### src/rtl/chan_burst_framer_pkg.sv
// Shared types and widths for the channel burst framer.
package chan_burst_framer_pkg;

    typedef enum logic {
        IDLE,
        ACTIVE
    } state_t;

    localparam int SEQ_WIDTH     = 12;
    localparam int PKT_CNT_WIDTH = 16;

endpackage

### src/rtl/axi_skid_2.sv
// Two-entry AXI-Stream skid buffer; the upstream ready is a pure register of the fill level.
module axi_skid_2 #(
    parameter int W = 8
) (
    input  logic         clk,
    input  logic         sync_reset,
    input  logic         in_valid,
    output logic         in_ready,
    input  logic [W-1:0] in_data,
    output logic         out_valid,
    input  logic         out_ready,
    output logic [W-1:0] out_data
);

    logic [W-1:0] mem [2];
    logic [1:0]   count;
    logic [1:0]   count_nxt;
    logic         wr_ptr;
    logic         rd_ptr;
    logic         ready_q;
    logic         push;
    logic         pop;

    assign push      = in_valid & ready_q;
    assign pop       = out_valid & out_ready;
    assign count_nxt = count + 2'(push) - 2'(pop);
    assign in_ready  = ready_q;
    assign out_valid = (count != 2'd0);
    // Payload is forced to zero when empty so reset leaves every output field clear.
    assign out_data  = out_valid ? mem[rd_ptr] : '0;

    always_ff @(posedge clk or posedge sync_reset) begin
        if (sync_reset) begin
            count   <= 2'd0;
            wr_ptr  <= 1'b0;
            rd_ptr  <= 1'b0;
            ready_q <= 1'b0;
        end else begin
            count   <= count_nxt;
            ready_q <= (count_nxt != 2'd2);
            if (push) wr_ptr <= ~wr_ptr;
            if (pop)  rd_ptr <= ~rd_ptr;
        end
    end

    always_ff @(posedge clk) begin
        if (push) mem[wr_ptr] <= in_data;
    end

endmodule

### src/rtl/chan_burst_framer.sv
// Re-frames the downselected sample stream into packets bounded by length, frame end and burst end.
module chan_burst_framer
    import chan_burst_framer_pkg::*;
#(
    parameter int DATA_WIDTH  = 32,
    parameter int TUSER_WIDTH = 24,
    parameter int LEN_WIDTH   = 12
) (
    input  logic                     clk,
    input  logic                     sync_reset,
    input  logic                     s_axis_tvalid,
    input  logic [DATA_WIDTH-1:0]    s_axis_tdata,
    input  logic [TUSER_WIDTH-1:0]   s_axis_tuser,
    input  logic                     s_axis_tlast,
    input  logic                     s_axis_eob,
    output logic                     s_axis_tready,
    input  logic [LEN_WIDTH-1:0]     cfg_max_len,
    output logic                     m_axis_tvalid,
    output logic [DATA_WIDTH-1:0]    m_axis_tdata,
    output logic [TUSER_WIDTH-1:0]   m_axis_tuser,
    output logic                     m_axis_tlast,
    output logic                     m_axis_eob,
    output logic [SEQ_WIDTH-1:0]     m_axis_seq,
    input  logic                     m_axis_tready,
    output logic [PKT_CNT_WIDTH-1:0] pkt_count
);

    localparam int PAYLOAD_W = SEQ_WIDTH + 2 + TUSER_WIDTH + DATA_WIDTH;

    state_t                   state;
    logic [LEN_WIDTH-1:0]     cnt;
    logic [LEN_WIDTH-1:0]     len_q;
    logic [SEQ_WIDTH-1:0]     seq_q;
    logic                     accept_p0;
    logic                     close_p0;
    logic [LEN_WIDTH-1:0]     len_p0;
    logic [LEN_WIDTH-1:0]     cnt_p0;
    logic [PAYLOAD_W-1:0]     payload_p0;
    logic [PAYLOAD_W-1:0]     payload_p1;
    logic                     vld_p1;

    assign accept_p0 = s_axis_tvalid & s_axis_tready;

    // Framing decision for the beat being accepted this cycle
    always_comb begin
        len_p0 = len_q;
        cnt_p0 = cnt + LEN_WIDTH'(1);
        if (state == IDLE) begin
            len_p0 = (cfg_max_len == '0) ? LEN_WIDTH'(1) : cfg_max_len;
            cnt_p0 = LEN_WIDTH'(1);
        end
        close_p0 = (cnt_p0 == len_p0) | s_axis_tlast | s_axis_eob;
    end

    assign payload_p0 = {seq_q, s_axis_eob, close_p0, s_axis_tuser, s_axis_tdata};

    always_ff @(posedge clk or posedge sync_reset) begin
        if (sync_reset) begin
            state <= IDLE;
            cnt   <= '0;
            len_q <= '0;
            seq_q <= '0;
        end else if (accept_p0) begin
            if (close_p0) begin
                state <= IDLE;
                cnt   <= '0;
                // A burst end restarts numbering so every burst begins at seq 0.
                seq_q <= s_axis_eob ? '0 : seq_q + SEQ_WIDTH'(1);
            end else begin
                state <= ACTIVE;
                cnt   <= cnt_p0;
                len_q <= len_p0;
            end
        end
    end

    // Stage 1: skid buffer decouples output backpressure from input ready
    axi_skid_2 #(
        .W(PAYLOAD_W)
    ) u_skid (
        .clk       (clk),
        .sync_reset(sync_reset),
        .in_valid  (s_axis_tvalid),
        .in_ready  (s_axis_tready),
        .in_data   (payload_p0),
        .out_valid (vld_p1),
        .out_ready (m_axis_tready),
        .out_data  (payload_p1)
    );

    assign m_axis_tvalid = vld_p1;
    assign {m_axis_seq, m_axis_eob, m_axis_tlast, m_axis_tuser, m_axis_tdata} = payload_p1;

    always_ff @(posedge clk or posedge sync_reset) begin
        if (sync_reset) begin
            pkt_count <= '0;
        end else if (vld_p1 & m_axis_tready & m_axis_tlast) begin
            pkt_count <= pkt_count + PKT_CNT_WIDTH'(1);
        end
    end

endmodule

### config.mk
export PLATFORM = sky130hd
export DESIGN_NAME = chan_burst_framer
export DESIGN_NICKNAME = d
export VERILOG_FILES = /design/src/rtl/chan_burst_framer_pkg.sv /design/src/rtl/axi_skid_2.sv /design/src/rtl/chan_burst_framer.sv
export SDC_FILE = /design/constraint.sdc
export NUM_CORES = 1
export LEC_CHECK = 0
export ABC_AREA = 1
export CORE_MARGIN = 5
export CORE_UTILIZATION = 45
export DETAILED_ROUTE_END_ITERATION = 10
export GPL_TIMING_DRIVEN = 0
export PLACE_DENSITY = 0.82
export SLEW_MARGIN = 20
export SYNTH_ARGS = -nofsm -noshare
export SYNTH_HDL_FRONTEND = slang
export SYNTH_SLANG_ARGS = --single-unit
### constraint.sdc
create_clock -name clk -period 3.71 [get_ports clk]
set_input_delay 0.742 -clock clk [delete_from_list [all_inputs] [get_ports clk]]
set_output_delay 0.742 -clock clk [all_outputs]
set_load 0.02 [all_outputs]
==> impl_metrics.csv, run 1 <==
group,metric,value,unit
run_status,status,"complete, no violations",
clocking,tritoncts,"done",
global_route,met1_usage,0.2413,
logic_synthesis,syn_area_per_cell,10.11,um2
logic_synthesis,synthesis.area,0.008677,mm2
timing,rsz0062_at_grt,"false",
clocking,numCtsBuffers,17,
power_and_ir_drop,power_frac_seq,0.359,
hold_path,whs_path_depth,2,
clocking,insertion_delay,430,ps
cells_and_area,diodes,0,
worst_setup_path,reg2reg_from,"u_skid.in_ready",
placed_design,portBuffers,161,
timing,max_freq,0.2965,GHz
worst_setup_path,cp-start-kind,"flop",
logic_synthesis,ys_seq_elements,198,
drt,ant_nets,0,
global_route,grtUsageTotal,0.1920,
floorplanning,num_io_pins,162,
global_route,use_met2,0.3196,
global_route,grt-ovfl-total,0,
floorplanning,core,0.01883,mm2
timing,fin_crit_sh,0.9091,
clocking,htree_levels,4,
clocking,cts_resized,0,
timing,slew_headroom,0.4965,
timing,hold_viol,0,
worst_setup_path,rr_worst_depth,6,
global_route,grt_pass1_vias,6555,
clocking,clk_pin_slew_worst_paths,80,ps
drt,drt_iter0_drc,390,
worst_setup_path,endpoint_kind,"primary output",
power_and_ir_drop,leakagePower,0.004665,uW
drt,num_vias,6678,
clocking,holdBufCountCts,0,
logic_synthesis,synth_nets,937,
drt,drc_errors,0,
timing,tns,0,ps
worst_setup_path,r2r_end,"u_skid.in_ready",
worst_setup_path,r2r_setup_slack,1140,ps
power_and_ir_drop,peakVddDrop,0.4193,mV
hold_path,hold_end,"len_q[9]",
logic_synthesis,synth.distinct_cells,31,
cells_and_area,finalInstanceArea,0.01137,mm2
clocking,cts_buffer_depth,2,
timing,period_needed,3373,ps
timing,setup_ws,337.3,ps
hold_path,hp-class,"reg -> reg",
clocking,postCtsSetupRepairBufs,0,
drt,wl_per_cell,16.15,um
placed_design,place_hpwl,15.21,mm
logic_synthesis,synth_top_area_frac,0.4845,
power_and_ir_drop,combPwrFrac,0.426,
placed_design,place.gp.congestion,0.8805,
placed_design,place_area,0.01075,mm2
global_route,grt-busiest-layer,"met2",
logic_synthesis,synth_top_area_cell,"edfxtp_1",
floorplanning,dieArea,0.02216,mm2
global_route,grt_pass1_wl,33.72,mm
cells_and_area,areaGrowthSynthToFinish,31.02,%
logic_synthesis,ys.flop_type,"edfxtp_1",
logic_synthesis,synth_warnings,0,
clocking,cts_sinks,198,
cells_and_area,nNetsFinal,1122,
global_route,use_met3,0.06351,
cells_and_area,layout-drive-gt1-share,0.06155,
floorplanning,die_x,148.9,um
job,cap_violations,0,
power_and_ir_drop,p_int,5291,uW
logic_synthesis,ys_seq_area_frac,0.6518,
logic_synthesis,synth_edf_count,140,
power_and_ir_drop,pwr-share-clk,0.215,
floorplanning,num_rows,50,
timing,fin_skew,15.27,ps
hold_path,min-delay-start,"len_q[9]",
worst_setup_path,critical_path_class,"reg -> out",
power_and_ir_drop,power.density,762.1,mW/mm2
drt,drt-pass1-iter-count,5,
logic_synthesis,synth_cells,858,
clocking,cts-root-buf,"clkbuf_16",
floorplanning,die_height,148.9,um
cells_and_area,utilization,0.6037,
logic_synthesis,async_flop_share,0.2929,
worst_setup_path,cp.arrival,2630,ps
worst_setup_path,cp_data_required_time,2970,ps
drt,drt_wl_total,21.25,mm
drt,via_per_inst,5.074,
worst_setup_path,critPathMaxFanout,10,
power_and_ir_drop,p_sw_frac,0.3892,
timing,setup_viol,0,
logic_synthesis,synth_area_leaders,"edfxtp_1, dfrtp_1, nand2_1, a21oi_1, inv_1",
timing,slew_viol_final,0,
global_route,grt_max_degree,33,
floorplanning,floorplan.initialDensity,0.4608,
timing,worst_slew_pin_slew,752.5,ps
global_route,antenna_found_initial,0,
power_and_ir_drop,p_switching,3372,uW
placed_design,pre_cts_ws,413.2,ps
==> kinds of logic (layout without fill, tap and decap cells) <==
group                    after synthesis  count (layout)  synth area share
AO/OA/AOI/OAI                         88              88           0.05306
XOR/XNOR                              24              24           0.02422
adder cells (fa/ha/maj)                5               5          0.007210
buffers and inverters                107             305           0.04946
flip-flops                           198             198            0.6518
AND/OR/NAND/NOR                      436             436            0.2143
==> cell usage after synthesis (4+ instances only) <==
library cell  count
xnor2_1          10
nor2_1           37
a21oi_1          74
edfxtp_1        140
nand3_1          39
ha_1              5
inv_1            66
nor3b_1           4
clkbuf_1         27
nand2_1         299
o21a_1            6
xor2_1           14
dfrtp_1          58
buf_2             7
nand4_1          38
nor3_1            6
==> power groups by stage <==
stage | Sequential, uW | Clock [uW] | Combinational, uW
CTS | 3110 | 1900 | 3730
floorplan | 3190 | 0 | 1920
finish | 3110 | 1860 | 3690
detailed placement | 3160 | 0 | 3700
global placement | 3190 | 0 | 3530
global route | 3160 | 1990 | 3990
==> metal layers <==
| layer | routed length, um | vias to the layer above | part of all wire |
|---|---|---|---|
| li1 | - | 3249 | - |
| met3 | 2088 | 34 | 0.098 |
| met2 | 10290 | 255 | 0.48 |
| met5 | 0 | - | 0 |
| met1 | 8521 | 3140 | 0.40 |
| met4 | 350 | 0 | 0.016 |
==> layout by cell type (no fill, tap or decap), types with 4 or more instances in the layout <==
| cell | count |
|---|---|
| nand2_1 | 299 |
| clkdlybuf4s50_1 | 161 |
| edfxtp_1 | 140 |
| a21oi_1 | 74 |
| inv_1 | 65 |
| dfrtp_1 | 58 |
| nand3_1 | 39 |
| nand4_1 | 38 |
| nor2_1 | 35 |
| clkbuf_1 | 27 |
| clkbuf_16 | 17 |
| xor2_1 | 14 |
| xnor2_1 | 10 |
| buf_2 | 7 |
| o21a_1 | 6 |
| nor3_1 | 6 |
| clkinv_8 | 6 |
| ha_1 | 5 |
| nor2_4 | 4 |
| nor3b_1 | 4 |
==> metrics by stage <==
stage          hold WS (ps)  power (uW)  instances
6_report              473.5        8663       1316
2_1_floorplan         441.7        5116        858
5_1_grt               489.6        9138       1316
3_5_place_dp          460.9        6852       1284
4_1_cts               479.3        8738       1316
3_3_place_gp          453.2        6715       1279
==> worst max-delay path, stage by stage (launching register included) <==
cell and delay [ps]:
dfrtp_1 320, buf_2 230, clkbuf_1 370, clkbuf_2 320
nand2_1 90, a21oi_1 170, clkdlybuf4s50_1 710
==> flip-flops by register name (all words and copies together), names as in the netlist <==
register         count
pkt_count           16
seq_q               12
cnt                 12
u_skid.rd_ptr        1
u_skid.in_ready      1
len_q               12
u_skid.count         2
u_skid.mem         140
u_skid.wr_ptr        1
state                1
==> layout make-up <==
class | instances | area, um2
inverter | 68 | 257.7
timing repair buffer | 166 | 1727
clock buffer | 17 | 425.4
buffer | 39 | 175.2
fill | 1466 | 7462
multi-input combinational | 553 | 2608
clock inverter | 15 | 195.2
tap | 260 | 325.3
sequential | 198 | 5655
==> how the worst max path moves through the flow <==
stage / start / end / slack (ps)
2_1_floorplan: s_axis_tvalid / u_skid.mem[0][0] / -830
3_3_place_gp: s_axis_tvalid / u_skid.mem[0][43] / -3040
3_5_place_dp: s_axis_tvalid / u_skid.in_ready / 410
4_1_cts: u_skid.rd_ptr / m_axis_seq[9] / 140
5_1_grt: u_skid.rd_ptr / m_axis_seq[9] / 150
6_report: u_skid.rd_ptr / m_axis_seq[9] / 340
(Power assumes the default switching activity.)
==> run 2, diff against run 1 <==
- CORE_MARGIN: 5 -> default
==> run 2 against run 1 <==
  * Final cell count is essentially flat
  * Non-clock buffer count increased by 1
  * Power hardly changed
  * Sequential share of layout area down 0.20 points
  * Register-to-register slack lost 20 ps
  * Flip-flop and latch count is the same
  * Critical path depth stayed put
  * Routed wire length decreased by 5.9%
  * Maximum frequency down 1.3%
  * Sequential power barely moved
  * Die area fell by 10%
  * Highest routed layer unchanged
==> impl_metrics.csv, run 2 (synthesis gave the netlist of run 1 again) <==
group,metric,value,unit
global_route,grt_pass1_vias,6489,
cells_and_area,largest_register_ffs,140,
cells_and_area,largestRegisters,"u_skid.mem (140), pkt_count (16)",
cells_and_area,largest_register,"u_skid.mem",
cells_and_area,layout_common_cells,"nand2_1, clkdlybuf4s50_1, edfxtp_1",
drt,drt_wl_total,20.00,mm
clocking,cts_resized,0,
cells_and_area,nNetsFinal,1123,
timing,slew_headroom,0.4841,
clocking,htree_levels,4,
worst_setup_path,cp.arrival,2680,ps
timing,rsz0062_at_grt,"false",
worst_setup_path,reg2reg_from,"u_skid.in_ready",
drt,drt-met1-wl,8.070,mm
cells_and_area,multi_input_area,0.002608,mm2
worst_setup_path,critPathMaxFanout,17,
timing,slew_viol_final,0,
global_route,antenna_found_initial,0,
floorplanning,die_x,140.9,um
power_and_ir_drop,power.density,759.7,mW/mm2
hold_path,hp-class,"reg -> reg",
clocking,cts_buffer_depth,2,
clocking,clk_pin_slew_worst_paths,70,ps
global_route,grt_max_degree,53,
drt,drt-pass1-iter-count,5,
drt,dr_wl_met2,9.868,mm
worst_setup_path,cp_data_required_time,2970,ps
floorplanning,num_rows,50,
hold_path,min-delay-start,"len_q[10]",
clocking,insertion_delay,430,ps
placed_design,place.gp.congestion,0.8862,
cells_and_area,fillers,1495,
cells_and_area,final-seq-area,0.005655,mm2
clocking,cts_sinks,198,
placed_design,place_hpwl,14.22,mm
drt,highest-signal-layer,"met4",
worst_setup_path,critical_path_class,"reg -> out",
clocking,postCtsSetupRepairBufs,0,
floorplanning,core,0.01883,mm2
placed_design,portBuffers,161,
worst_setup_path,endpoint_kind,"primary output",
timing,fin_skew,11.35,ps
drt,drt_iter0_drc,500,
run_status,status,"complete, no violations",
cells_and_area,areaGrowthSynthToFinish,31.54,%
worst_setup_path,rr_worst_depth,7,
drt,met3_length,1.826,mm
timing,period_needed,3419,ps
timing,max_freq,0.2925,GHz
cells_and_area,layout-drive-gt1-share,0.06149,
drt,drc_errors,0,
cells_and_area,utilization,0.6061,
timing,worst_slew_pin_slew,770.9,ps
worst_setup_path,cp-start-kind,"flop",
floorplanning,dieArea,0.01984,mm2
clocking,cts-root-buf,"clkbuf_16",
global_route,grtUsageTotal,0.2086,
timing,setup_viol,0,
hold_path,hold_end,"len_q[10]",
timing,worst_hold_slack,474.4,ps
timing,tns,0,ps
cells_and_area,diodes,0,
timing,fin_crit_sh,0.9215,
power_and_ir_drop,peakVddDrop,0.4817,mV
power_and_ir_drop,leakagePower,0.004683,uW
job,cap_violations,0,
global_route,grt-ovfl-total,0,
floorplanning,floorplan.initialDensity,0.4608,
timing,hold_viol,0,
drt,num_vias,6641,
floorplanning,die_height,140.9,um
hold_path,whs_path_depth,2,
drt,wl_per_cell,15.18,um
drt,via_per_inst,5.043,
worst_setup_path,r2r_setup_slack,1120,ps
cells_and_area,layout_commonest_cell,"nand2_1",
worst_setup_path,r2r_end,"u_skid.in_ready",
clocking,tritoncts,"done",
global_route,grt_pass1_wl,32.25,mm
floorplanning,num_io_pins,162,
drt,ant_nets,0,
clocking,numCtsBuffers,17,
-- run 2: changes by cell type in the layout (fill, tap and decap cells not counted), moves of 2 or more --
cell | before | now
buf_16 | 2 | 5
inv_6 | 1 | 5
inv_12 | 2 | 0
clkinv_8 | 6 | 4
-- run 2: worst max-delay path: stages, from the launching register on --
cell	delay (ps)
dfrtp_1	350
buf_2	230
inv_2	200
clkbuf_1	430
nand2_1	120
a21oi_1	220
clkdlybuf4s50_1	690
-- run 2: metal layers --
layer | track usage | vias to the layer above
li1 | - | 3241
met1 | 0.2518 | 3142
met2 | 0.3606 | 240
met3 | 0.06556 | 18
met4 | 0.05664 | 0
met5 | 0 | -
-- run 2: worst max path at each step --
stage / startpoint / endpoint / depth (start not counted) / slack, ps
final: u_skid.rd_ptr / m_axis_seq[5] / 6 / 290
after global placement: s_axis_tvalid / u_skid.mem[1][42] / 4 / -3010
after floorplan: s_axis_tvalid / u_skid.mem[0][0] / 3 / -830
after global routing: u_skid.rd_ptr / m_axis_seq[5] / 6 / 130
after detailed placement: s_axis_tvalid / u_skid.in_ready / 8 / 370
after CTS: u_skid.rd_ptr / m_axis_seq[5] / 6 / 110
-- run 2: report_power, final --
| part | internal (uW) | switching (uW) | total (uW) |
|---|---|---|---|
| registers | 2910 | 199 | 3110 |
| clock network | 972 | 890 | 1860 |
| logic | 1490 | 2210 | 3700 |
| total | 5370 | 3300 | 8670 |
-- run 2: timing repair --
| action | in CTS | in global routing |
|---|---|---|
| hold buffers | 0 | 0 |
| setup endpoints to repair | 0 | 1 |
| endpoints found under the hold margin | 0 | 0 |
-- run 2: cell type report --
type,instances,area share
sequential,198,0.4955
multi-input combinational,553,0.2285
timing repair buffer,168,0.1568
clock buffer,18,0.03760
tap,260,0.02850
inverter,68,0.02258
clock inverter,14,0.01568
buffer,38,0.01491
-- run 2: through the flow --
stage / instance area, um2 / total power, uW / worst slack [ps] / instances
6_report: 11410 / 8670 / 291.2 / 1317
5_1_grt: 11410 / 9127 / 130.2 / 1317
4_1_cts: 11420 / 8735 / 105.0 / 1318
3_5_place_dp: 10810 / 6864 / 365.5 / 1286
3_3_place_gp: 10610 / 6680 / -3009 / 1279
2_1_floorplan: 8677 / 5116 / -828.9 / 858
